**config.mk**
```make
export PLATFORM = sky130hd
export DESIGN_NAME = fsm_serial_arb
export DESIGN_NICKNAME = d
export VERILOG_FILES = /design/src/rtl/fsm_serial_arb.sv
export SDC_FILE = /design/constraint.sdc
export NUM_CORES = 1
export LEC_CHECK = 0
export ABC_AREA = 1
export CORE_MARGIN = 2
export CORE_UTILIZATION = 51
export CTS_CLUSTER_SIZE = 16
export DETAILED_ROUTE_END_ITERATION = 10
export PLACE_DENSITY_LB_ADDON = 0.08
export SLEW_MARGIN = 20
export SYNTH_ARGS = -nofsm -noshare
export SYNTH_HDL_FRONTEND = slang
export SYNTH_SLANG_ARGS = --single-unit
export TNS_END_PERCENT = 1
```
**constraint.sdc**
```tcl
create_clock -name clk -period 2 [get_ports clk]
set_input_delay 0.6 -clock clk [delete_from_list [all_inputs] [get_ports clk]]
set_output_delay 0.6 -clock clk [all_outputs]
set_load 0.01 [all_outputs]
```
**src/rtl/fsm_serial_arb.sv**
```systemverilog
// Two-requester round-robin arbiter that serializes a word into a pattern FSM and collects its responses.
// Define FSM_ARB_FIXED_PRIO_EN to make requester 0 always win ties.
module fsm_serial_arb #(
    parameter int WIDTH = 8
) (
    input  logic             clk,
    input  logic             reset,
    input  logic             req0,
    input  logic             req1,
    input  logic [WIDTH-1:0] data0,
    input  logic [WIDTH-1:0] data1,
    output logic             gnt0,
    output logic             gnt1,
    output logic             ser_out,
    input  logic             ser_in,
    output logic             fsm_rst_n,
    output logic             busy,
    output logic             done,
    output logic             done_id,
    output logic [WIDTH-1:0] result
);

    localparam int CW = $clog2(WIDTH);

    typedef enum logic [1:0] {IDLE, LOAD, SHIFT, DONE} state_t;

    state_t           state, state_n;
    logic [CW-1:0]    cnt, cnt_n;
    logic [WIDTH-1:0] sreg, sreg_n;
    logic [WIDTH-1:0] cap, cap_n;
    logic [WIDTH-1:0] result_n;
    logic             owner, owner_n;
    logic             pick;
    logic             gnt0_n, gnt1_n, ser_n, rstn_n, done_n, done_id_n;

`ifdef FSM_ARB_FIXED_PRIO_EN
    assign pick = ~req0;
`else
    logic last;

    assign pick = (req0 & req1) ? ~last : req1;

    always_ff @(posedge clk or posedge reset) begin
        if (reset)
            last <= 1'b1;
        else if (state == IDLE && (req0 | req1))
            last <= pick;
    end
`endif

    assign busy = (state != IDLE);

    always_comb begin
        state_n   = state;
        cnt_n     = cnt;
        sreg_n    = sreg;
        cap_n     = cap;
        owner_n   = owner;
        result_n  = result;
        gnt0_n    = 1'b0;
        gnt1_n    = 1'b0;
        ser_n     = 1'b0;
        rstn_n    = 1'b1;
        done_n    = 1'b0;
        done_id_n = done_id;
        unique case (state)
            IDLE: begin
                if (req0 | req1) begin
                    state_n = LOAD;
                    owner_n = pick;
                    gnt0_n  = ~pick;
                    gnt1_n  = pick;
                    rstn_n  = 1'b0;
                    sreg_n  = pick ? data1 : data0;
                end
            end
            LOAD: begin
                state_n = SHIFT;
                cnt_n   = '0;
                ser_n   = sreg[0];
                sreg_n  = sreg >> 1;
            end
            SHIFT: begin
                // ser_in lags ser_out by one cycle, so cycle k returns bit k-1
                if (cnt != '0)
                    cap_n[cnt - 1'b1] = ser_in;
                if (cnt == CW'(WIDTH - 1)) begin
                    state_n = DONE;
                end else begin
                    ser_n  = sreg[0];
                    sreg_n = sreg >> 1;
                    cnt_n  = cnt + 1'b1;
                end
            end
            DONE: begin
                state_n              = IDLE;
                result_n             = cap;
                result_n[WIDTH-1]    = ser_in;
                done_n               = 1'b1;
                done_id_n            = owner;
            end
            default: state_n = IDLE;
        endcase
    end

    always_ff @(posedge clk or posedge reset) begin
        if (reset) begin
            state     <= IDLE;
            cnt       <= '0;
            sreg      <= '0;
            cap       <= '0;
            owner     <= 1'b0;
            gnt0      <= 1'b0;
            gnt1      <= 1'b0;
            ser_out   <= 1'b0;
            fsm_rst_n <= 1'b0;
            done      <= 1'b0;
            done_id   <= 1'b0;
            result    <= '0;
        end else begin
            state     <= state_n;
            cnt       <= cnt_n;
            sreg      <= sreg_n;
            cap       <= cap_n;
            owner     <= owner_n;
            gnt0      <= gnt0_n;
            gnt1      <= gnt1_n;
            ser_out   <= ser_n;
            fsm_rst_n <= rstn_n;
            done      <= done_n;
            done_id   <= done_id_n;
            result    <= result_n;
        end
    end

endmodule

```
; ---- After elaboration in Yosys (flattened, before gate mapping)
; Cells that the tools add are included.
[totals]
inputBits = 21
output_inout_bits = 15
reg_bits = 37
wordCells = 62
[classes]
eq_ne = 7
bitwise = 4
n_lt_le_gt_ge = 2
mux = 22
n_addsub = 2
reduce_logical = 12
[op_table]
columns = operator, n
row1 = two-way mux 8 bit, 3
row2 = case mux 8 bit (3 select lines), 1
row3 = two-way mux 1 bit, 10
row4 = bitwise mux 8 bit, 1
row5 = case mux 2 bit (4 select lines), 1
row6 = AND reduction 2 bit, 4
row7 = case mux 3 bit (2 select lines), 1
row8 = nonzero test 3 bit, 2
row9 = equality test 2 bit (second input constant), 2
row10 = less-than comparator 3 x 4 -> 1 bit (second input constant), 1
row11 = two-way mux 2 bit, 2
row12 = != test 2 bit (second input constant), 2
row13 = nonzero test 2 bit, 2
row14 = adder 3 x 1 -> 3 bit (second input constant), 1
row15 = demux 1 bit (select 3 bit), 1
row16 = equality test 3 bit (second input constant), 1
row17 = greater-or-equal comparator 3 x 1 -> 1 bit (second input constant), 1
row18 = two-way mux 3 bit, 1
row19 = AND reduction 3 bit, 1
row20 = subtractor 3 x 1 -> 3 bit (second input constant), 1
row21 = equality test 2 x 1 -> 1 bit (second input constant), 1
row22 = logical AND 1 bit, 2
row23 = logical NOT 2 bit, 1
row24 = != test 2 x 1 -> 1 bit (second input constant), 1
row25 = other kinds (4), 5

; ---- Depth between registers and ports, before layout
; Gate-level depths: netlist (run 1).
[depth]
depth_word = 6
ltp_mapped = 9
mapped_depth_nobuf = 9

; ---- Worst setup path after synthesis (run 1)
; OpenSTA, ideal clock, no wires.
[synth_path]
path_type = flip-flop to flip-flop
start = reg state[0]
end = reg sreg[0]
setup_time_ns = 0.116
period_less_slack_ns = 1.377
setup_slack_ns = 0.623
n_path_buf = 1
path_stages_with_launch = 9
arrival_ns = 1.261
t_required_ns = 1.884
path_cell_list = dfrtp_1 inv_1 ha_1 buf_2 clkinv_1 nand3_1 nand2_1 nand2_1 nand2_1
[synth_via]
elab_chain_cells = 3
word_cells_on_any_way = 8
classes_between = 4 x eq/ne / 1 x mux / 3 x reduce/logical
[synth_rtl]
columns = item, line_no
row1 = from (decl), 27  ; state_t state, state_n;
row2 = from (signal assigned), 121  ; state <= state_n;
row3 = equality test 2 bit (tied with other cells), 66  ; unique case (state)
row4 = != test 2 bit (no line) (tied with other cells), --
row5 = AND reduction 3 bit (no line), --
row6 = to (signal assigned), 123  ; sreg <= sreg_n;
row7 = to (decl), 29  ; logic [WIDTH-1:0] sreg, sreg_n;
; Several ways; a longest one is shown, not always the timed one.
; A chain may end at the register's enable or synchronous reset.

; ---- Worst setup path after layout (run 1)
[layout_path]
start = reg state[1]
end = out busy
[layout_via]
elab_chain_cells = 1
[layout_rtl]
columns = item, line_no
row1 = nonzero test 2 bit, 51  ; assign busy = (state != IDLE);
row2 = to (decl), 17  ; output logic busy,
; No other way between the ends.

==> results of run 1 <==
-- synth_stat cells (all sizes together) --
cell type,n
nand2,81
dfrtp,35
inv,31
nand3,23
o21ai,11
mux2,9
ha,8
nor2,5
buf,3
a21oi,2
clkinv,2
o22ai,2
a22oi,1
clkbuf,1
dfstp,1
nand4,1
xnor2,1
-- worst max-delay path by stage --
stage                                     to  slack [ps]                 start  cells past startpoint
after floorplan           cap[0]$_DFFE_PP0P_         600                 reset                      1
after global placement                  busy         120  state[0]$_DFFE_PP0P_                      4
after detailed placement                busy          90  state[0]$_DFFE_PP0P_                      4
after CTS                               busy           2  state[0]$_DFFE_PP0P_                      4
after global routing                    busy           5  state[0]$_DFFE_PP0P_                      4
final                                   busy          80  state[1]$_DFFE_PP0P_                      4
-- worst max-delay path, stage by stage (launching register included) --
cell	delay (ps)
dfrtp_1	410
inv_2	90
ha_4	150
inv_1	50
dlygate4sd2_1	280
-- what timing repair did --
item / in CTS / in global routing
pin swaps: 0 / 1
setup endpoints to repair: 1 / 1
resized for setup: 2 / 3
buffers inserted: 2 / 0
-- stage by stage --
step	power, uW	hold slack, ps	cell area (sq um)	instances
detailed placement	3330	461	2280	299
floorplan	2620	436	1840	217
global route	4150	509	2360	309
global placement	3260	456	2280	299
finish	3750	481	2360	309
CTS	3750	484	2350	309
-- where the power goes --
part | total, uW | switching [uW] | internal (uW)
combinational | 2070 | 1160 | 914
sequential | 1290 | 199 | 1090
clock | 389 | 254 | 135
-- final cells by class --
class / instances / area (sq um)
fillers: 275 / 1030
multi-input cells: 144 / 801
inverters: 33 / 130
clock inverters: 3 / 18.8
clock buffers: 5 / 37.5
flip-flops and latches: 36 / 902
well taps: 46 / 57.6
repair buffers: 42 / 414
-- registers in the layout, indices dropped and copies added, names as in the netlist --
name       flops
gnt0           1
done           1
fsm_rst_n      1
state          2
sreg           8
last           1
cap            7
done_id        1
owner          1
result         8
ser_out        1
gnt1           1
cnt            3
-- cell families after synthesis --
logic type	Yosys count
buf+inv	37
flops	36
compound gates	16
xor+xnor	1
fa+ha+maj	8
mux	9
simple gates	110
-- routing by layer --
metal / part of all wire / vias to the layer above
met3: 0.044 / 4
met4: 0.012 / 0
li1: - / 771
met5: 0 / -
met1: 0.45 / 699
met2: 0.50 / 39
==> metrics.yaml, run 1 <==
area_growth_pct: 28.4
holdPathEnd: "last$_DFFE_PP1P_"
tritoncts: "done"
grt_max_degree: 37
grt.busiest_layer: "met2"
drive_above_1_share: 0.167
r2r_end: "cap[4]$_DFFE_PP0P_"
clock_skew_ps: 18.0
antenna_found_initial: 0
yosysTopAreaCell: "dfrtp_1"
drc: 0
grt_pass1_wl_mm: 6.64
crit_type: "flop to primary output"
die_h_um: 64.1
dr.first_iter.drc_count: 89
grt_pass1_vias: 1561
worstPathArrival_ps: 1320
start_util: 0.543
grtUsageMet3: 0.0528
vias_per_cell: 4.90
clock_path_buffers: 2
wl_mm: 3.65
syn-num-nets: 246
fin_tns_setup_ps: 0
met2_usage: 0.358
clkSlewWorstSetupHoldPaths_ps: 110
r2r_cells: 8
clk_latency_ps: 340
muxShareOfSynthArea: 0.0551
grt_use_total: 0.212
yosys.area_share.simple: 0.266
synth_xor_area_frac: 0.00476
die_area_sq_mm: 0.00410
hpwl_mm: 2.73
numPortBuffers: 35
hold_viol: 0
core_sq_mm: 0.00339
final_common_cell: "nand2_1"
synth_top_family_by_area: "simple AND/OR/NAND/NOR gates"
cts_made_buffers: 5
worst_slack_ps: 81.1
rsz0062_at_grt: "false"
max_freq_mhz: 521
die-width_um: 64.1
finalSetupViolCount: 0
syn_inst: 217
ant_nets: 0
p_per_area_mw_per_mm2: 1590
power_leakage_uw: 0.00121
drv_slew: 0
grtUsageMet1: 0.260
min_path_cells: 2
place_congestion: 0.848
fin_crit_ps: 1920
place_ws_ps: 91.2
cts-root-buf: "clkbuf_4"
synth_seq_area_share: 0.490
worstPathMaxFanout: 3
ys_warn_count: 0
cp_data_required_time_ps: 1400
clock-sinks: 36
netlist_area_sq_mm: 0.00184
io_pins: 36
cp-start-kind: "flop"
synthAdderAreaFrac: 0.0544
r2r-start: "cnt[0]$_DFFE_PP0P_"
netlist.area_leader.share: 0.476
avgSynthCellArea_sq_um: 8.48
synth_compound_area_frac: 0.0483
post-route-period-util: 0.959
end_kind: "primary output"
maxCapViolCount: 0
synth.distinct_cells: 26
vias: 1513
utilization: 0.697
worstHoldStart: "last$_DFFE_PP1P_"
slew_headroom: 0.669
peakVddDrop_v: 0.000878
yosys_register_bits: 36
ctsHoldBuffers: 0
grt.overflow.total: 0
detail_route.wl_per_cell_um: 11.8
worst_pin_slew_ps: 497
h-tree-depth: 2
dr.pass1.iters: 4
nets: 291
final_cell_mix: "nand2_1, dfrtp_1, clkdlybuf4s50_1, inv_1, nand3_1"
num_rows: 21
diodes: 0
synthTopCellsByArea: "dfrtp_1, nand2_1, nand3_1"
reg2reg_setup_slack_ps: 430
status: "finished, final reports clean"
hp-class: "flop to flop"
Power figures use the tool's default switching activity.
==> run 2, diff against run 1 <==
- CORE_MARGIN: 2 -> default
==> metrics.yaml, run 2 (synthesis results as in run 1) <==
status: "finished, final reports clean"  # unchanged
cp-start-kind: "flop"  # unchanged
clkSlewWorstSetupHoldPaths_ps: 110  # about the same
dr.pass1.iters: 4  # unchanged
area_growth_pct: 29.7  # was 28.4%
pwr-share-clk: 0.132  # was 0.104
tritoncts: "done"  # unchanged
finalSetupViolCount: 0  # unchanged
drv_slew: 0  # unchanged
num_rows: 21  # unchanged
maxCapViolCount: 0  # unchanged
numPortBuffers: 35  # unchanged
path_buf_inv: 3  # unchanged
grt_pass1_wl_mm: 6.32  # was 6.64 mm
top_regs: "result (8), sreg (8), cap (7)"  # unchanged
end_kind: "primary output"  # unchanged
clk_latency_ps: 340  # about the same
worstPathMaxFanout: 3  # unchanged
grt_max_degree: 37  # unchanged
combPwrFrac: 0.537  # was 0.552
fin_tns_setup_ps: 0  # unchanged
hold_viol: 0  # unchanged
die-width_um: 62.1  # was 64.1 um
cp_slowest_cell: "dfrtp_1"  # unchanged
cts-root-buf: "clkbuf_4"  # unchanged
final_common_cell: "nand2_1"  # unchanged
p_sw_uw: 1610  # about the same
clock_path_buffers: 2  # unchanged
clock_skew_ps: 7.47  # was 18.0 ps
diodes: 0  # unchanged
drive_above_1_share: 0.163  # was 0.167
p_per_area_mw_per_mm2: 1630  # was 1590 mW/mm^2
p_seq_frac: 0.332  # was 0.344
critPathTopFamily: "buffers and inverters"  # unchanged
ctsHoldBuffers: 0  # unchanged
ant_nets: 0  # unchanged
peakVddDrop_v: 0.00132  # was 0.000878 V
vias_per_cell: 4.90  # unchanged
wl_mm: 3.69  # was 3.65 mm
dr.first_iter.drc_count: 56  # was 89
worstPathArrival_ps: 1330  # was 1320 ps
cts_made_buffers: 5  # unchanged
die_h_um: 62.1  # was 64.1 um
place_congestion: 0.791  # was 0.848
power_leakage_uw: 0.00122  # was 0.00121 uW
dp_cells: 297  # was 299
rsz0062_at_grt: "false"  # unchanged
crit_path_cell_trace: "inv_2, ha_4, inv_1, dlygate4sd2_1"  # unchanged
multiInputGateArea_sq_um: 801  # unchanged
crit_type: "flop to primary output"  # unchanged
max_stage_delay_ps: 420  # was 410 ps
hp-class: "flop to flop"  # unchanged
nFillCells: 263  # was 275
grt.overflow.total: 0  # unchanged
fin_crit_ps: 1930  # was 1920 ps
grt_use_total: 0.232  # was 0.212
final_cell_mix: "nand2_1, dfrtp_1, clkdlybuf4s50_1, inv_1, nand3_1"  # unchanged
netSwitchingFraction: 0.414  # was 0.429
drc: 0  # unchanged
register_area_sq_um: 902  # unchanged
detail_route.wl_per_cell_um: 11.9  # was 11.8 um
clock-sinks: 36  # unchanged
slew_headroom: 0.636  # was 0.669
start_util: 0.543  # unchanged
final_cells: 309  # unchanged
post-route-period-util: 0.966  # was 0.959
nets: 291  # unchanged
max_freq_mhz: 518  # was 521 MHz
die_area_sq_mm: 0.00385  # was 0.00410 sq mm
hpwl_mm: 2.76  # was 2.73 mm
cp_data_required_time_ps: 1400  # about the same
antenna_found_initial: 0  # unchanged
h-tree-depth: 2  # unchanged
grt_pass1_vias: 1400  # was 1,561
core_sq_mm: 0.00339  # unchanged
reg2reg_setup_slack_ps: 370  # was 430 ps
utilization: 0.704  # was 0.697
p_int_uw: 2280  # was 2140 uW
io_pins: 36  # unchanged
worst_pin_slew_ps: 546  # was 497 ps
vias: 1513  # unchanged
[run 2: changes by cell type in the layout (fill, tap and decap cells not counted), sizes merged]
| cell | change |
|---|---|
| clkinv | -2 |
| bufinv | +1 |
| clkinvlp | +1 |
[run 2: metrics by stage]
step	instance area, sq um	hold slack, ps	worst slack [ps]	total power (uW)
floorplan	1840	436	597	2620
global placement	2260	458	138	3230
detailed placement	2260	459	109	3300
CTS	2360	487	4.65	3840
global route	2380	508	13.0	4250
finish	2380	485	68.4	3890
[run 2: path summary, 6_finish.rpt]
path	cells past startpoint	end	from
setup / recovery	4	busy	state[0]$_DFFE_PP0P_
hold / removal	2	last$_DFFE_PP1P_	last$_DFFE_PP1P_
setup reg to reg	4	done_id$_DFFE_PP0P_	state[0]$_DFFE_PP0P_
hold reg to reg	2	last$_DFFE_PP1P_	last$_DFFE_PP1P_
max in group asynchronous	3	last$_DFFE_PP1P_	reset
min in group asynchronous	3	fsm_rst_n$_DFF_PP0_	reset
[run 2: layout make-up]
class	count	area share
clock buffers	5	0.0157
clock inverters	3	0.0178
inverters	33	0.0546
multi-input cells	144	0.336
flip-flops and latches	36	0.378
well taps	46	0.0241
repair buffers	42	0.174
[run 2: worst register-to-register path, stage by stage, from the launching register on]
cell,delay [ps]
dfrtp_1,400
buf_4,130
buf_4,100
ha_1,490
mux2_2,410
[run 2: what timing repair did]
action                                  CTS  global route
resized for setup                         2             2
setup buffers                             2             2
endpoints found under the setup margin    1             1
[run 2: metal layers]
layer	GRT usage	share of wire	routed length, um	vias up
met2	0.377	0.48	1750	40
met3	0.0476	0.044	161	8
met4	0.0857	0.020	74	0
met1	0.305	0.46	1700	697
met5	0	0	0	-
li1	-	-	-	768
[run 2: power by group through the flow]
stage	registers, uW	clock network [uW]	logic [uW]
after global placement	1290	0	1930
after CTS	1290	520	2040
after detailed placement	1300	0	1990
final	1290	512	2090
after global routing	1340	548	2360
after floorplan	1330	0	1290
==> run 3, diff against run 2 <==
- CORE_MARGIN: default -> 2
==> results of run 3 <==
No change in the layout: final DEF, timing and power equal those of run 1.
